==> config.mk <==
export PLATFORM = sky130hd
export DESIGN_NAME = tick_timer_arbiter_flat
export DESIGN_NICKNAME = d
export VERILOG_FILES = /design/src/rtl/tick_timer_arbiter_if.sv /design/src/rtl/tick_timer_arbiter.sv /design/src/flat_wrapper.sv
export SDC_FILE = /design/constraint.sdc
export NUM_CORES = 1
export LEC_CHECK = 0
export ABC_AREA = 1
export BUFFER_PORTS_ARGS = -buffer_cell sky130_fd_sc_hd__buf_2
export CORE_ASPECT_RATIO = 0.6
export CORE_MARGIN = 1
export CORE_UTILIZATION = 25
export CTS_CLUSTER_SIZE = 10
export DETAILED_ROUTE_END_ITERATION = 8
export HOLD_SLACK_MARGIN = 0.12
export PLACE_DENSITY = 0.41
export REMOVE_ABC_BUFFERS = 1
export SLEW_MARGIN = 10
export SYNTH_ARGS = -nofsm -noshare
export SYNTH_HDL_FRONTEND = slang
export SYNTH_SLANG_ARGS = --single-unit
==> constraint.sdc <==
create_clock -name clk -period 2.2 [get_ports clk]
set_clock_uncertainty 0.2 [all_clocks]
set_input_delay 0.44 -clock clk [delete_from_list [all_inputs] [get_ports clk]]
set_output_delay 0.44 -clock clk [all_outputs]
set_load 0.03 [all_outputs]
==> src/rtl/tick_timer_arbiter_if.sv <==
// tick_timer_arbiter_if: request/grant/timing bundle between the requesters and the shared tick timer
interface tick_timer_arbiter_if #(
    parameter int NREQ = 4,
    parameter int DW   = 8
);
    logic [NREQ-1:0]    req;
    logic [NREQ*DW-1:0] dur;
    logic [NREQ-1:0]    gnt;
    logic [NREQ-1:0]    done;
    logic               busy;
    logic               tick;
    modport master (output req, dur, input gnt, done, busy, tick);
    modport slave  (input req, dur, output gnt, done, busy, tick);
endinterface

==> src/rtl/tick_timer_arbiter.sv <==
// tick_timer_arbiter: free-running prescaled tick shared round-robin among NREQ duration timers
module tick_timer_arbiter #(
    parameter int NREQ = 4,
    parameter int DIV  = 500000,
    parameter int DW   = 8
) (
    input logic                 clk,
    input logic                 clr,
    tick_timer_arbiter_if.slave bus
);
    localparam int PW = $clog2(DIV);
    localparam int IW = $clog2(NREQ);
    typedef enum logic [1:0] {IDLE, RUN, FIN} state_t;
    state_t          state_q, state_d;
    logic [PW-1:0]   presc_q, presc_d;
    logic            tick_q, tick_d;
    logic [DW-1:0]   rem_q, rem_d;
    logic [IW-1:0]   w_q, w_d, ptr_q, ptr_d, pick, w_next;
    logic            found;
    logic [NREQ-1:0] gnt_q, gnt_d, done_q, done_d;
    logic            busy_q, busy_d;
    assign w_next = (w_q == IW'(NREQ - 1)) ? '0 : w_q + 1'b1;
    // Prescaler wraps at DIV-1 and never realigns; tick is the registered wrap flag
    always_comb begin
        presc_d = (presc_q == PW'(DIV - 1)) ? '0 : presc_q + 1'b1;
        tick_d  = presc_q == PW'(DIV - 1);
    end
    // Round-robin search: first pending request at or after ptr, wrapping
    always_comb begin
        pick  = ptr_q;
        found = 1'b0;
        for (int k = 0; k < NREQ; k++) begin
            if (!found && bus.req[(int'(ptr_q) + k) % NREQ]) begin
                pick  = IW'((int'(ptr_q) + k) % NREQ);
                found = 1'b1;
            end
        end
    end
    // Arbitration FSM; abort beats completion, done is raised together with entry into FIN
    always_comb begin
        state_d = state_q;
        rem_d   = rem_q;
        w_d     = w_q;
        ptr_d   = ptr_q;
        gnt_d   = gnt_q;
        done_d  = '0;
        case (state_q)
            IDLE: if (found) begin
                state_d = RUN;
                w_d     = pick;
                rem_d   = bus.dur[int'(pick)*DW +: DW];
                gnt_d   = NREQ'(1) << pick;
            end
            RUN: if (!bus.req[w_q]) begin
                state_d = IDLE;
                gnt_d   = '0;
                ptr_d   = w_next;
            end else if (rem_q == '0 || (tick_q && rem_q == DW'(1))) begin
                state_d = FIN;
                rem_d   = '0;
                done_d  = gnt_q;
            end else if (tick_q) begin
                rem_d = rem_q - 1'b1;
            end
            FIN: begin
                state_d = IDLE;
                gnt_d   = '0;
                ptr_d   = w_next;
            end
            default: state_d = IDLE;
        endcase
        busy_d = state_d != IDLE;
    end
    // State and output registers; clr discards any in-flight timing without a done pulse
    always_ff @(posedge clk or posedge clr) begin
        if (clr) begin
            state_q <= IDLE;
            presc_q <= '0;
            tick_q  <= 1'b0;
            rem_q   <= '0;
            w_q     <= '0;
            ptr_q   <= '0;
            gnt_q   <= '0;
            done_q  <= '0;
            busy_q  <= 1'b0;
        end else begin
            state_q <= state_d;
            presc_q <= presc_d;
            tick_q  <= tick_d;
            rem_q   <= rem_d;
            w_q     <= w_d;
            ptr_q   <= ptr_d;
            gnt_q   <= gnt_d;
            done_q  <= done_d;
            busy_q  <= busy_d;
        end
    end
    assign bus.gnt  = gnt_q;
    assign bus.done = done_q;
    assign bus.busy = busy_q;
    assign bus.tick = tick_q;
endmodule

==> src/flat_wrapper.sv <==
// flat-port wrapper written by rule: the top's interface ports become plain ports
module tick_timer_arbiter_flat 
#(
    parameter int NREQ = 4,
    parameter int DIV  = 500000,
    parameter int DW   = 8
)
  (clk, clr, bus_req, bus_dur, bus_gnt, bus_done, bus_busy, bus_tick);
  tick_timer_arbiter_if #(.NREQ(NREQ), .DW(DW)) bus_i ();
  input logic clk;
  input logic clr;
  input wire logic [$bits(bus_i.req)-1:0] bus_req;
  input wire logic [$bits(bus_i.dur)-1:0] bus_dur;
  output wire logic [$bits(bus_i.gnt)-1:0] bus_gnt;
  output wire logic [$bits(bus_i.done)-1:0] bus_done;
  output wire logic [$bits(bus_i.busy)-1:0] bus_busy;
  output wire logic [$bits(bus_i.tick)-1:0] bus_tick;
  assign bus_i.req = bus_req;
  assign bus_i.dur = bus_dur;
  assign bus_gnt = bus_i.gnt;
  assign bus_done = bus_i.done;
  assign bus_busy = bus_i.busy;
  assign bus_tick = bus_i.tick;
  tick_timer_arbiter #(.NREQ(NREQ), .DIV(DIV), .DW(DW)) u_core (.clk(clk), .clr(clr), .bus(bus_i));
endmodule
==> results of run 1 <==
per-layer routing:
| layer | vias to the layer above | part of all wire [%] | global-route usage (%) |
|---|---|---|---|
| met2 | 43 | 36 | 17.16 |
| li1 | 1464 | - | - |
| met5 | - | 0 | 0 |
| met1 | 1243 | 59 | 20.95 |
| met4 | 0 | 0.99 | 3.519 |
| met3 | 8 | 4.1 | 3.204 |
area by class of cell:
type	count	area [um^2]
fill	1250	7553
multi-input combinational	312	1713
sequential	43	1077
timing repair buffer	80	548.0
tap	160	200.2
inverter	43	163.9
clock buffer	5	125.1
clock inverter	3	67.56
worst register-to-register path, delay by kind of cell (launching register included):
kind | cells | cell delay (ns)
AOI/OAI and AO/OA | 1 | 0.12
buffers and inverters | 3 | 0.39
DFF | 1 | 0.41
and+or+nand+nor | 11 | 1.00
cell usage in the layout (no fill, tap or decap), types with 2 or more instances in the layout:
cell	n
dfrtp_1	42
nand4_1	7
inv_2	4
o22ai_1	4
nand2_2	26
xor2_1	13
bufinv_16	2
nor2_1	33
nand2_1	115
nor3_1	10
buf_4	26
o211ai_1	2
o21ai_0	8
buf_12	3
nor4_1	5
a21oi_1	11
ha_1	9
inv_1	37
xnor2_1	5
buf_6	2
nand3_1	36
nand2_4	3
nor2_2	8
buf_2	47
a21oi_2	8
clkbuf_16	6
how the worst max path moves through the flow:
| stage | endpoint | depth (start not counted) | slack, ns | start |
|---|---|---|---|---|
| 2_1_floorplan | u_core.rem_q[7]$_DFFE_PP0P_ | 14 | -0.14 | u_core.ptr_q[0]$_DFFE_PP0P_ |
| 3_3_place_gp | u_core.rem_q[5]$_DFFE_PP0P_ | 15 | -0.09 | u_core.ptr_q[1]$_DFFE_PP0P_ |
| 3_5_place_dp | u_core.rem_q[5]$_DFFE_PP0P_ | 15 | -0.07 | u_core.ptr_q[1]$_DFFE_PP0P_ |
| 4_1_cts | u_core.rem_q[5]$_DFFE_PP0P_ | 17 | 0.001 | u_core.ptr_q[0]$_DFFE_PP0P_ |
| 5_1_grt | u_core.rem_q[2]$_DFFE_PP0P_ | 15 | -0.13 | u_core.ptr_q[0]$_DFFE_PP0P_ |
| 6_report | u_core.rem_q[5]$_DFFE_PP0P_ | 15 | 0.02 | u_core.ptr_q[0]$_DFFE_PP0P_ |
stage by stage:
step           setup WS (ns)  cell area [um^2]  hold WS, ns  total power, uW  instances
2_1_floorplan        -0.1403              2897       0.2329             3382        398
3_3_place_gp        -0.08506              3565       0.2537             4616        631
3_5_place_dp        -0.06845              3565       0.2536             4616        631
4_1_cts             0.001358              3804       0.2623             5734        641
5_1_grt              -0.1327              3895       0.3171             6357        646
6_report             0.01730              3895       0.2800             5827        646
power groups by stage:
stage,combinational (uW),clock [uW],sequential [uW]
floorplan,2230,0,1160
global placement,3490,0,1130
global route,4180,1040,1140
CTS,3610,1010,1120
finish,3720,984,1120
detailed placement,3490,0,1130
cells by family after synthesis:
group	count (synthesis)	synth area share, %
and+or+nand+nor	249	38.50
buffers and inverters	52	8.504
DFF	43	36.03
AOI/OAI and AO/OA	36	7.918
xor gates and xnor gates	18	5.279
adders and majority gates	9	3.770
flip-flops by register name, summed over array words and instances, names as in the netlist, 2 cells and up:
register / count
u_core.bus.done: 4
u_core.bus.gnt: 4
u_core.presc_q: 19
u_core.ptr_q: 2
u_core.rem_q: 8
u_core.state_q: 2
u_core.w_q: 2
repair_timing:
item | CTS | global route
pin swaps | 2 | 7
cloned | 0 | 1
resized for setup | 6 | 13
buffers inserted | 1 | 4
endpoints found under the setup margin | 12 | 17
endpoints found under the hold margin | 28 | 0
hold buffers | 1 | 0
==> metrics, run 1 <==
Comb pwr share a little under two thirds; average footprint of a synthesized cell roughly 7.3 um^2; cell row count 30; maximum net fanout on the critical path 9; power density over the cells approximately 1500 nW/um^2; Total Neg Setup Slack 0 ns; flip-flop and latch count after synthesis 43; routability congestion estimate from global placement around 0.82; Max-Slew Margin vs Limit roughly 62%; slack of the worst reg-to-reg path approximately 0.017 ns; Worst-Margin Slew 0.5674 ns; cell with the most instances on the worst path nand2_1; Async S/R FF share, synth 100.0%; deepest level of the CTS H-tree 2; final critical delay including setup and external delays 2.183 ns; CP max stage cell dfrtp_1; Die Wd around 140 um; antenna violations before repair 0; predominant post-synthesis flop cell dfrtp_1; vertical extent of the die roughly 87 um; switching portion of total power between 40% and 50%; internal power between 3000 and 4000 uW; WP buf/inv 3; category of the most critical setup path reg -> reg; leakage power summed over all cells between 0.0015 and 0.002 uW; Worst Reg-to-Reg Cells 15; clock root buffer clkbuf_16; net switching power roughly 2700 uW; Post-DRT Antenna Nets 0; clock insertion delay at the later pin of the skew report a little under 0.3 ns; run status finished clean; number of synthesis warnings 0; cell types with the largest area share after synthesis dfrtp_1, nand2_1, nand3_1; maximum operating frequency around 460 MHz; fraction of final layout cells with drive strength greater than 1 between 20 and 30%; cell count of the worst hold path 1; gr usage total approximately an eighth; overall die area about 12000 um^2; Top Ports between 40 and 50; number of synthesized flops with an enable pin 0; slowest cell delay on critical path just over 0.4 ns; area added between synthesis and finish 30.41%; via density per instance around 4.3; category of cells accounting for the largest share of critical-path delay simple AND/OR/NAND/NOR gates; wire length of the first global-routing pass 12.74 mm; Setup crit start kind register; final routed wirelength across all metal layers around 7.7 mm; Final Hold Viols 0; crit path capture type register; final setup fails 0; first-iteration detailed-routing DRC count 86; pin count of the biggest net entering global routing between 40 and 50; TritonCTS clock tree built; top cells by count, synth nand2_1, dfrtp_1, nor2_1; Diodes inserted 0; vias about 2.8k; drt first pass iters 4; placeable core region roughly 11000 um^2; RSZ-0062 raised after global routing yes; capture endpoint of the worst hold path u_core.presc_q[0]$_DFF_PP0_; post-detailed-placement half-perimeter wirelength just under 6 mm; max-slew violation count 0; most numerous cell in the Yosys netlist nand2_1; number of distinct standard cells referenced by the synthesized netlist 33; largest area contributor in the netlist dfrtp_1; share of the synthesized area in the top cell type between 30 and 40%; Critical Path, Cell by Cell inv_2, buf_12, nand2_1, nand3_1, nand2_2, nor2_8, nand3_4, nand2_4, buf_12, nand3_1, nand2_1, nand2_1, nand2_1, nand2_1, a21oi_2; relative contribution of sequential cells to total power a little under a fifth; remaining routing DRC violations 0; portion of the clock cycle consumed by the worst path in the final layout between 90% and 100%; number of clock sinks seen by CTS 43; Port Buffer Count between 40 and 50; Worst R2R End u_core.rem_q[5]$_DFFE_PP0P_; drt wl/cell 11.87 um; Post-Synthesis Cells between 400 and 500; Max Cap Viol 0; initial core utilization a little over a quarter; highest ir drop seen on vdd between 0.4 and 0.5 mV; Crit path arrival time between 2 and 2.5 ns; CTS clock-pin slew for the worst setup and hold paths 0.07 ns; maximum root-to-sink buffer count 2; overall overflow remaining after global route 0; required time at the endpoint of the critical path approximately 2.2 ns; vias in the first global route 2579; register area share after synthesis between 30% and 40%; final-stage net count about 530; clock buffers created by TritonCTS 5; worst min-delay path class reg -> reg; cell area after synthesis approximately 3000 um^2; clock network power share ~17%; final core occ 34.02%; FF-to-FF Start u_core.ptr_q[0]$_DFFE_PP0P_; Hold Crit Start u_core.presc_q[0]$_DFF_PP0_
Note: power is estimated with default switching activity, not from simulation.
==> inputs of run 2 (changes only) <==
Settings changed: PLACE_DENSITY 0.41 to 0.43.
==> run 2 against run 1 <==
Via count increased by 3.4%. Design area increased by 5.1%. Hold slack lost 0.023 ns. Sequential cell count stayed put. Sequential share of layout area fell by 1.3 points. Total power increased by 8.7%. Utilization rose by 1.7 points. Maximum frequency is 2.9% lower. Largest power group unchanged. The run now ends with setup timing left. Wire length rose by 8.6%. Combinational power grew 20%. Non-clock buffer count up 5.
==> metrics, run 2 (synthesized netlist as in run 1, its figures left out) <==
antenna violations before repair 0; Layout Cell Area excl Fill between 4000 and 5000 um^2; final setup margin -0.04693 ns; max-slew violation count 0; clock root buffer clkbuf_16; required time at the endpoint of the critical path approximately 2.2 ns; Setup crit start kind register; routability congestion estimate from global placement between 0.7 and 0.8; maximum root-to-sink buffer count 2; Post-DRT Antenna Nets 0; count of filler cells inserted in the layout ~1.2k; remaining routing DRC violations 0; Top Ports 48; most frequent standard cell in the layout excluding fill and tap cells nand2_1; clock buffers created by TritonCTS 5; via density per instance approximately 4.4; first-iteration detailed-routing DRC count between 150 and 200; category of cells accounting for the largest share of critical-path delay simple AND/OR/NAND/NOR gates; RSZ-0062 raised after global routing yes; drt wl/cell between 10 and 15 um; overall overflow remaining after global route 0; category of the most critical setup path reg -> reg; slowest cell delay on critical path ~0.44 ns; drt first pass iters 4; GR Util met1 21.12%; placeable core region roughly 11000 um^2; Worst-Margin Slew ~0.43 ns; CP max stage cell dfrtp_2; cell with the most instances on the worst path nand2_1; maximum operating frequency 445.1 MHz; Diodes inserted 0; Crit path arrival time 2.23 ns; TritonCTS clock tree built; largest registers in the final layout u_core.presc_q: 19 flops, u_core.rem_q: 8 flops; final-stage net count 540; Final Hold Viols 0; post-placement setup slack -0.02074 ns; power density over the cells ~1500 nW/um^2; Critical Path, Cell by Cell buf_8, buf_6, nand2_2, nand3_2, nand2_4, nor2_8, nand4_4, buf_12, clkbuf_16, nand3_1, nand2_1, nand2_1, nand2_1, nand2_1, a21oi_2; clock insertion delay at the later pin of the skew report 0.29 ns; maximum net fanout on the critical path 8; worst min-delay path class reg -> reg; crit path capture type register; most frequent cells in the layout nand2_1, buf_2, dfrtp_1; run status finished with violations; top register by number of flip-flops u_core.presc_q; final setup fails 10; cell row count 30; post-detailed-placement half-perimeter wirelength around 6 mm; final critical delay including setup and external delays between 2 and 2.5 ns; deepest level of the CTS H-tree 2; wire length of the first global-routing pass around 13 mm; leakage power summed over all cells between 0.002 and 0.0025 uW; CTS clock-pin slew for the worst setup and hold paths approximately 0.07 ns; number of clock sinks seen by CTS 43; portion of the clock cycle consumed by the worst path in the final layout 102.1%; initial core utilization about a quarter; vias between 2k and 3k; fraction of final layout cells with drive strength greater than 1 ~33%; Largest register FFs 19; Total Neg Setup Slack -0.3374 ns; Max Cap Viol 0; Port Buffer Count between 40 and 50; area added between synthesis and finish 37.08%; met2 track demand over resource in global routing approximately 17%; overall die area about 12000 um^2; final routed wirelength across all metal layers about 8.3 mm; pin count of the biggest net entering global routing 44; vias in the first global route between 2k and 3k; Die Wd around 140 um; vertical extent of the die 86.67 um; placed standard-cell area ~3600 um^2; WP buf/inv 4; layer with the highest usage after global routing met1; Max-Slew Margin vs Limit 70.85%; violations in the final reports setup timing; met3 routing resource usage after global routing 3.149%; highest ir drop seen on vdd roughly 0.56 mV; gr usage total a little over an eighth
-- run 2: worst reg2reg max path, cell delays in order (launching register included) --
cell,delay (ns)
dfrtp_2,0.44
buf_8,0.15
buf_6,0.12
nand2_2,0.07
nand3_2,0.08
nand2_4,0.07
nor2_8,0.17
nand4_4,0.13
buf_12,0.18
clkbuf_16,0.17
nand3_1,0.08
nand2_1,0.05
nand2_1,0.05
nand2_1,0.05
nand2_1,0.07
a21oi_2,0.05
-- run 2: routing by layer --
| metal | part of all wire (%) | vias up |
|---|---|---|
| met1 | 59 | 1338 |
| li1 | - | 1479 |
| met2 | 37 | 30 |
| met5 | 0 | - |
| met3 | 2.6 | 4 |
| met4 | 0.49 | 0 |
-- run 2: final cells by class --
type	instances	area [um^2]	share of cell area [%]
Multi-Input combinational cell	315	1838	44.90
Sequential cell	43	1079	26.34
Timing Repair Buffer	85	664.4	16.23
Tap cell	160	200.2	4.890
Inverter	43	171.4	4.187
Clock buffer	6	128.9	3.148
Clock inverter	2	12.51	0.3056
-- run 2: worst paths after layout --
kind | slack (ns) | to | start | depth (start not counted)
max | -0.05 | u_core.rem_q[4]$_DFFE_PP0P_ | u_core.ptr_q[0]$_DFFE_PP0P_ | 15
min | 0.26 | u_core.presc_q[0]$_DFF_PP0_ | u_core.presc_q[0]$_DFF_PP0_ | 1
max reg2reg | -0.05 | u_core.rem_q[4]$_DFFE_PP0P_ | u_core.ptr_q[0]$_DFFE_PP0P_ | 15
min reg2reg | 0.26 | u_core.presc_q[0]$_DFF_PP0_ | u_core.presc_q[0]$_DFF_PP0_ | 1
max in group asynchronous | 1.05 | u_core.presc_q[5]$_DFF_PP0_ | clr | 4
min in group asynchronous | 0.52 | u_core.bus.busy$_DFF_PP0_ | clr | 4
-- run 2: where the power goes --
part | internal (uW) | total, uW | switching, uW
Clock | 419 | 734 | 314
Combinational | 1900 | 4470 | 2570
Sequential | 953 | 1130 | 174
-- run 2: through the flow --
stage	util, %	total power [uW]	instances	hold slack [ns]
4_1_cts	32.77	5462	641	0.2611
5_1_grt	35.76	6860	654	0.2878
2_1_floorplan	-	3382	398	0.2329
6_report	35.76	6332	654	0.2573
3_3_place_gp	31.31	4640	632	0.2546
3_5_place_dp	31.31	4638	632	0.2526
-- run 2: what timing repair did --
| action | in CTS | in global routing |
|---|---|---|
| endpoints found under the setup margin | 10 | 13 |
| hold buffers | 1 | 0 |
| gates resized for setup | 3 | 45 |
| hold endpoints to repair | 43 | 0 |
| cloned | 0 | 5 |
| setup buffers | 0 | 8 |
| pin swaps | 0 | 19 |
